### src/rtl/regfile_arbiter.sv
// Round-robin arbiter sharing a 4x16 register file's single read and write port.
// A 3-state sequencer (ARB -> ACCESS -> RESP) services one transaction at a time.
// Optional: define REGARB_LOCK_EN to add a lock input and a LOCKED state that
// keeps the port for one requester, giving atomic read-modify-write.
module regfile_arbiter #(
  parameter int unsigned NUM_REQ = 3,
  parameter int unsigned DATA_W  = 16,
  parameter int unsigned IDX_W   = 2
) (
  input  logic                      clk,
  input  logic                      reset,
  input  logic [NUM_REQ-1:0]        req,
  input  logic [NUM_REQ-1:0]        we,
  input  logic [NUM_REQ*IDX_W-1:0]  idx,
  input  logic [NUM_REQ*DATA_W-1:0] wdata,
`ifdef REGARB_LOCK_EN
  input  logic [NUM_REQ-1:0]        lock,
`endif
  output logic [NUM_REQ-1:0]        gnt,
  output logic [NUM_REQ-1:0]        done,
  output logic [DATA_W-1:0]         rdata,
  output logic                      busy,
  output logic [IDX_W-1:0]          rf_read_index,
  input  logic [DATA_W-1:0]         rf_read_data,
  output logic [IDX_W-1:0]          rf_write_index,
  output logic                      rf_write_enable,
  output logic [DATA_W-1:0]         rf_write_data
);

  localparam int unsigned ID_W = (NUM_REQ > 1) ? $clog2(NUM_REQ) : 1;

`ifdef REGARB_LOCK_EN
  typedef enum logic [1:0] {StArb, StAccess, StResp, StLocked} state_e;
`else
  typedef enum logic [1:0] {StArb, StAccess, StResp} state_e;
`endif

  state_e              state_q, state_d;
  logic [ID_W-1:0]     rr_q, rr_d;
  logic [ID_W-1:0]     id_q, id_d;
  logic                we_q, we_d;
  logic [IDX_W-1:0]    idx_q, idx_d;
  logic [DATA_W-1:0]   wdata_q, wdata_d;
  logic [DATA_W-1:0]   rdata_q, rdata_d;

  logic                found;
  logic [ID_W-1:0]     pick;
  logic [ID_W-1:0]     cand;
  logic                load;
  logic [ID_W-1:0]     load_id;

  // Round-robin search: first requester at or after rr_q, wrapping modulo NUM_REQ.
  always_comb begin
    found = 1'b0;
    pick  = '0;
    cand  = '0;
    for (int unsigned k = 0; k < NUM_REQ; k++) begin
      cand = ID_W'((32'(rr_q) + k) % NUM_REQ);
      if (!found && req[cand]) begin
        found = 1'b1;
        pick  = cand;
      end
    end
  end

  // Sequencer next-state, field latching and all port outputs.
  always_comb begin
    state_d         = state_q;
    rr_d            = rr_q;
    id_d            = id_q;
    we_d            = we_q;
    idx_d           = idx_q;
    wdata_d         = wdata_q;
    rdata_d         = rdata_q;
    load            = 1'b0;
    load_id         = pick;
    gnt             = '0;
    done            = '0;
    busy            = 1'b0;
    rf_read_index   = '0;
    rf_write_index  = '0;
    rf_write_enable = 1'b0;
    rf_write_data   = '0;

    case (state_q)
      StArb: begin
        if (found) begin
          load    = 1'b1;
          load_id = pick;
          state_d = StAccess;
        end
      end
      StAccess: begin
        gnt[id_q]       = 1'b1;
        busy            = 1'b1;
        rf_read_index   = idx_q;
        rf_write_index  = idx_q;
        rf_write_enable = we_q;
        rf_write_data   = wdata_q;
        if (!we_q) rdata_d = rf_read_data;
        // Advancing here also yields the id+1 pointer a LOCKED exit requires.
        rr_d    = (32'(id_q) == NUM_REQ - 1) ? '0 : id_q + 1'b1;
        state_d = StResp;
      end
      StResp: begin
        done[id_q] = 1'b1;
        busy       = 1'b1;
        state_d    = StArb;
`ifdef REGARB_LOCK_EN
        if (lock[id_q]) state_d = StLocked;
`endif
      end
`ifdef REGARB_LOCK_EN
      StLocked: begin
        if (!lock[id_q]) begin
          state_d = StArb;
        end else if (req[id_q]) begin
          load    = 1'b1;
          load_id = id_q;
          state_d = StAccess;
        end
      end
`endif
      default: state_d = StArb;
    endcase

    if (load) begin
      id_d    = load_id;
      we_d    = we[load_id];
      idx_d   = idx[load_id*IDX_W +: IDX_W];
      wdata_d = wdata[load_id*DATA_W +: DATA_W];
    end
  end

  assign rdata = rdata_q;

  // State registers; reset aborts any transaction at once, dropping every output.
  always_ff @(posedge clk or negedge reset) begin
    if (!reset) begin
      state_q <= StArb;
      rr_q    <= '0;
      id_q    <= '0;
      we_q    <= 1'b0;
      idx_q   <= '0;
      wdata_q <= '0;
      rdata_q <= '0;
    end else begin
      state_q <= state_d;
      rr_q    <= rr_d;
      id_q    <= id_d;
      we_q    <= we_d;
      idx_q   <= idx_d;
      wdata_q <= wdata_d;
      rdata_q <= rdata_d;
    end
  end

endmodule

### config.mk
export PLATFORM = sky130hd
export DESIGN_NAME = regfile_arbiter
export DESIGN_NICKNAME = d
export VERILOG_FILES = /design/src/rtl/regfile_arbiter.sv
export SDC_FILE = /design/constraint.sdc
export NUM_CORES = 1
export LEC_CHECK = 0
export ABC_AREA = 0
export BUFFER_PORTS_ARGS = -buffer_cell sky130_fd_sc_hd__buf_4
export CAP_MARGIN = 20
export CORE_AREA = 10 10 107 99
export DETAILED_ROUTE_END_ITERATION = 10
export DIE_AREA = 0 0 117 109
export PLACE_DENSITY_LB_ADDON = 0.05
export SKIP_LAST_GASP = 1
export SYNTH_ARGS = -nofsm -noshare
export SYNTH_HDL_FRONTEND = slang
export SYNTH_SLANG_ARGS = --single-unit
### constraint.sdc
create_clock -name clk -period 6.42 [get_ports clk]
set_input_delay 0.963 -clock clk [delete_from_list [all_inputs] [get_ports clk]]
set_output_delay 0.963 -clock clk [all_outputs]
set_load 0.05 [all_outputs]
# ---- After elaboration in Yosys (flattened, before gate mapping)
# Index checks and enable logic that the tools add are counted.
dict set report classes {
  reduce_logical 8
  eq_ne 4
  addsub 3
  n_div 3
  shift 2
  n_bitwise 1
  n_mux 27
  order_cmp 6
}
# op n
set ops {}
lappend ops {{32-bit by 2-bit remainder unit with 32-bit output, second input constant} 2}
lappend ops {{48-bit by 7-bit variable part select with 16-bit output} 1}
lappend ops {{2-bit by 2-bit remainder unit with 32-bit output, second input constant} 1}
lappend ops {{16-bit 2-to-1 mux} 1}
lappend ops {{2-bit by 3-bit less-than comparator with 1-bit output, second input constant} 5}
lappend ops {{1-bit 2-to-1 mux} 12}
lappend ops {{2-bit 2-to-1 mux} 6}
lappend ops {{1-bit binary-select mux with 2-bit select} 4}
lappend ops {{3-bit 2-to-1 mux} 2}
lappend ops {{6-bit by 4-bit variable part select with 2-bit output} 1}
lappend ops {{2-bit == test, second input constant} 2}
lappend ops {{2-bit case mux with 2 select lines} 1}
lappend ops {{2-bit by 1-bit adder with 3-bit output, second input constant} 1}
lappend ops {{2-bit by 2-bit adder with 3-bit output, second input constant} 1}
lappend ops {{1-bit logical AND} 3}
lappend ops {{2-bit by 1-bit adder with 2-bit output, second input constant} 1}
lappend ops {{1-bit demux with 2-bit select} 1}
lappend ops {{2-bit by 1-bit == test with 1-bit output, second input constant} 1}
lappend ops {{2-bit by 1-bit >= comparator with 1-bit output, second input constant} 1}
lappend ops {{1-bit zero test} 2}
lappend ops {{2-bit zero test} 1}
lappend ops {{2-bit != test, second input constant} 1}
lappend ops {{2-bit AND reduction} 1}
lappend ops {{2-bit OR reduction} 1}
lappend ops {{1-bit NOT} 1}
dict set report totals {
  output_inout_bits 44
  ff_bits 41
  word_cells 61
}

# ---- Logic depth before layout (Yosys ltp)
dict set report logic_depth {
  word_depth 12
  ltp_mapped 10
  mapped_depth_nobuf 7
}

# ---- Worst setup path before layout
# OpenSTA, ideal clock, no wires.
dict set report synth_timing {
  kind {flip-flop to output port}
  startpoint {register state_q[1]}
  endpoint {output gnt[0]}
  path_slack_ps 3576
  path_stages_with_launch 4
  t_arrival_ps 1881
  path_cell_list {dfrtp_1 -> inv_1 -> ha_1 -> nor3b_1}
}
dict set report synth_via {
  elab_chain_len 2
}
# element line
set synth_lines {}
lappend synth_lines {{start, declared} 38} ;# state_e state_q, state_d;
lappend synth_lines {{start signal, assigned} 140} ;# state_q <= StArb;
lappend synth_lines {{start signal, assigned} 148} ;# state_q <= state_d;
lappend synth_lines {{2-bit by 1-bit == test with 1-bit output} 85} ;# case (state_q)
lappend synth_lines {{3-bit 2-to-1 mux} 85}
lappend synth_lines {{end, declared} 19} ;# output logic [NUM_REQ-1:0] gnt,
# No other way between the ends.

# ---- Worst setup path in the final report
# Ends and elaborated chain as after synthesis.

==> metrics <==
count leader, synth dfrtp_1; Switching Share 51.8%; wire per inst 19.8 µm; synthesized cell area 2520 µm²; die height 109 µm; Slew Viols, Final 0; unrepaired setup endpoints after global routing false; antenna violations before repair 0; Worst Tran Pin Value 987 ps; grt met3 use 5.00%; gp weighted congestion 0.747; CTS clock-pin slew for the worst setup and hold paths 80 ps; top cells by count, synth dfrtp_1 (41), and2_1 (20), o211ai_1 (20); fillcell total 874; Worst Setup Start Kind flip-flop; clock sinks 41; number of global-route vias before repair 2,588; Yosys reg bits 41; Data arrival, critical path 2200 ps; setup_tns 0 ps; Synth async-reset ratio 100%; Top FF cell, synth dfrtp_1; drt pass-1 iters 4; max_cap viols 0; first-pass GRT wire length 13.8 mm; ANT cells 0; IO buf count 121; IO Count 122; fin crit share 49.3%; CTS tree yes; vias per inst 5.22; WL final 8.81 mm; final hold vios 0; final setup fails 0; root buffer cell clkbuf_8; Avg Inst Size Synth 10.9 µm²; worst hold path class reg2reg; register area share after synthesis 40.6%; Hold Slack 487 ps; slew margin rel. 34.2%; Clock Power Share 10.3%; final period demand of the worst path 3160 ps; hpwl dp 6.37 mm; Worst Path Class, Setup reg2out; H-tree levels 2; Synth top area share 40.6%; post-CTS resize count 0; GRT Max-Usage Layer met2; GRT met1 Usage 16.7%; switching pwr 1.12 mW; sequential share of power 21.6%; ratio of cells with drive above 1 in the final layout 45.9%; post-synth cell types 38; Comb pwr share 68.1%; CTS Buf Count 5; Core ar. 8410 µm²; Mapped Cells 232; syn_nets 317; internal power 1.04 mW; largest net degree at the start of global routing 42; flop-to-flop setup slack 3460 ps; status finished clean; Post-Place Cells 435; Worst EP required 5460 ps; Synth area leader dfrtp_1; post-layout util 42.9%; clk_lat worst skew 290 ps; number of DRC markers in iteration 0 64; setup bufs post-CTS 0; Critical Path Fanout Max 26; num rows 32; Overall Global Routing Usage 13.7%; GR Layer Usage met2 23.0%; Clock Skews 4.04 ps; top post-synthesis cells by area dfrtp_1 (41%), mux2_2 (7.1%), a221oi_1 (6.6%), o2bb2ai_1 (6.6%), o211ai_1 (5.9%); Initial Utilization 30.0%; via count 2,316; DRC 0; PwrDens 599 nW/µm²; Post-synth EDFFs 0; maximum root-to-sink buffer count 2; gr ovfl total 0; LEAKAGE 1.63 nW; Pwr Total 2.16 mW; Post-DRT Antenna Nets 0; CTS Hold Bufs 0; Layout area overhead 43.0%; Ys Warns 0; fmax 0.316 GHz; Setup crit end kind output port; Final #Nets 426; die area 12,800 µm²; Die W 117 µm; peak supply drop 0.228 mV; fin cells 444
-- registers in the layout, summed over array words and instances, names as in the netlist --
register and flops:
rdata 16, we_q 1, idx_q 2, state_q 2, rr_q 2, wdata_q 16
id_q 2
-- final timing paths --
kind	cells past startpoint	end	from
worst min register to register	1	wdata_q[5]	wdata_q[5]
worst min-delay path	1	wdata_q[5]	wdata_q[5]
worst max-delay path	4	gnt[0]	state_q[1]
max in group asynchronous	1	id_q[0]	reset
worst max register to register	8	wdata_q[2]	rr_q[1]
min in group asynchronous	1	wdata_q[8]	reset
-- layout by cell type (no fill, tap or decap), types with 4 or more instances in the layout --
cell type / count
nor2_1: 4
inv_1: 8
and3b_1: 4
clkbuf_8: 6
dfrtp_1: 41
o211ai_1: 20
a221oi_1: 19
and2_1: 20
o2bb2ai_1: 19
a21oi_1: 4
ha_1: 7
buf_4: 124
mux2_2: 16
a21boi_0: 18
-- cells by family after synthesis --
group,count (synthesis),synth area share [%]
muxes,21,9.46
adders and majority gates,7,3.47
and+or+nand+nor,38,9.66
buffers and inverters,32,5.75
AOI/OAI and AO/OA,93,31.0
DFF,41,40.6
-- worst max-delay path, stage by stage (launching register included) --
cell and delay [ps]:
dfrtp_1 380, inv_1 100, ha_1 790, nor3b_1 360
buf_4 260
-- stage by stage --
stage          setup slack [ps]  area [µm²]
6_report                   3260        3610
5_1_grt                    3030        3610
2_1_floorplan              3580        2520
3_5_place_dp               3420        3480
4_1_cts                    3250        3600
3_3_place_gp               3400        3470
-- power by group through the flow --
stage / combinational [mW] / clock [mW] / sequential [mW]
final: 1.47 / 0.223 / 0.468
after global routing: 1.59 / 0.245 / 0.487
after CTS: 1.48 / 0.232 / 0.470
after detailed placement: 1.48 / 0 / 0.472
after global placement: 1.46 / 0 / 0.474
after floorplan: 0.899 / 0 / 0.639
-- per-layer routing --
layer	wire (µm)	vias up
li1	-	1105
met1	3770	1140
met2	4400	65
met3	580	6
met4	57	0
met5	0	-
-- final cells by class --
cell class              instances  area (µm²)  share of cell area (%)
clock buffers                   6        82.6                    2.29
clock inverters                 2        37.5                    1.04
inverters                       8        30.0                   0.832
multi-input cells             159        1350                    37.5
flip-flops and latches         41        1030                    28.4
well taps                     102         128                    3.53
repair buffers                126         953                    26.4
Note: power is estimated with default switching activity, not from simulation.
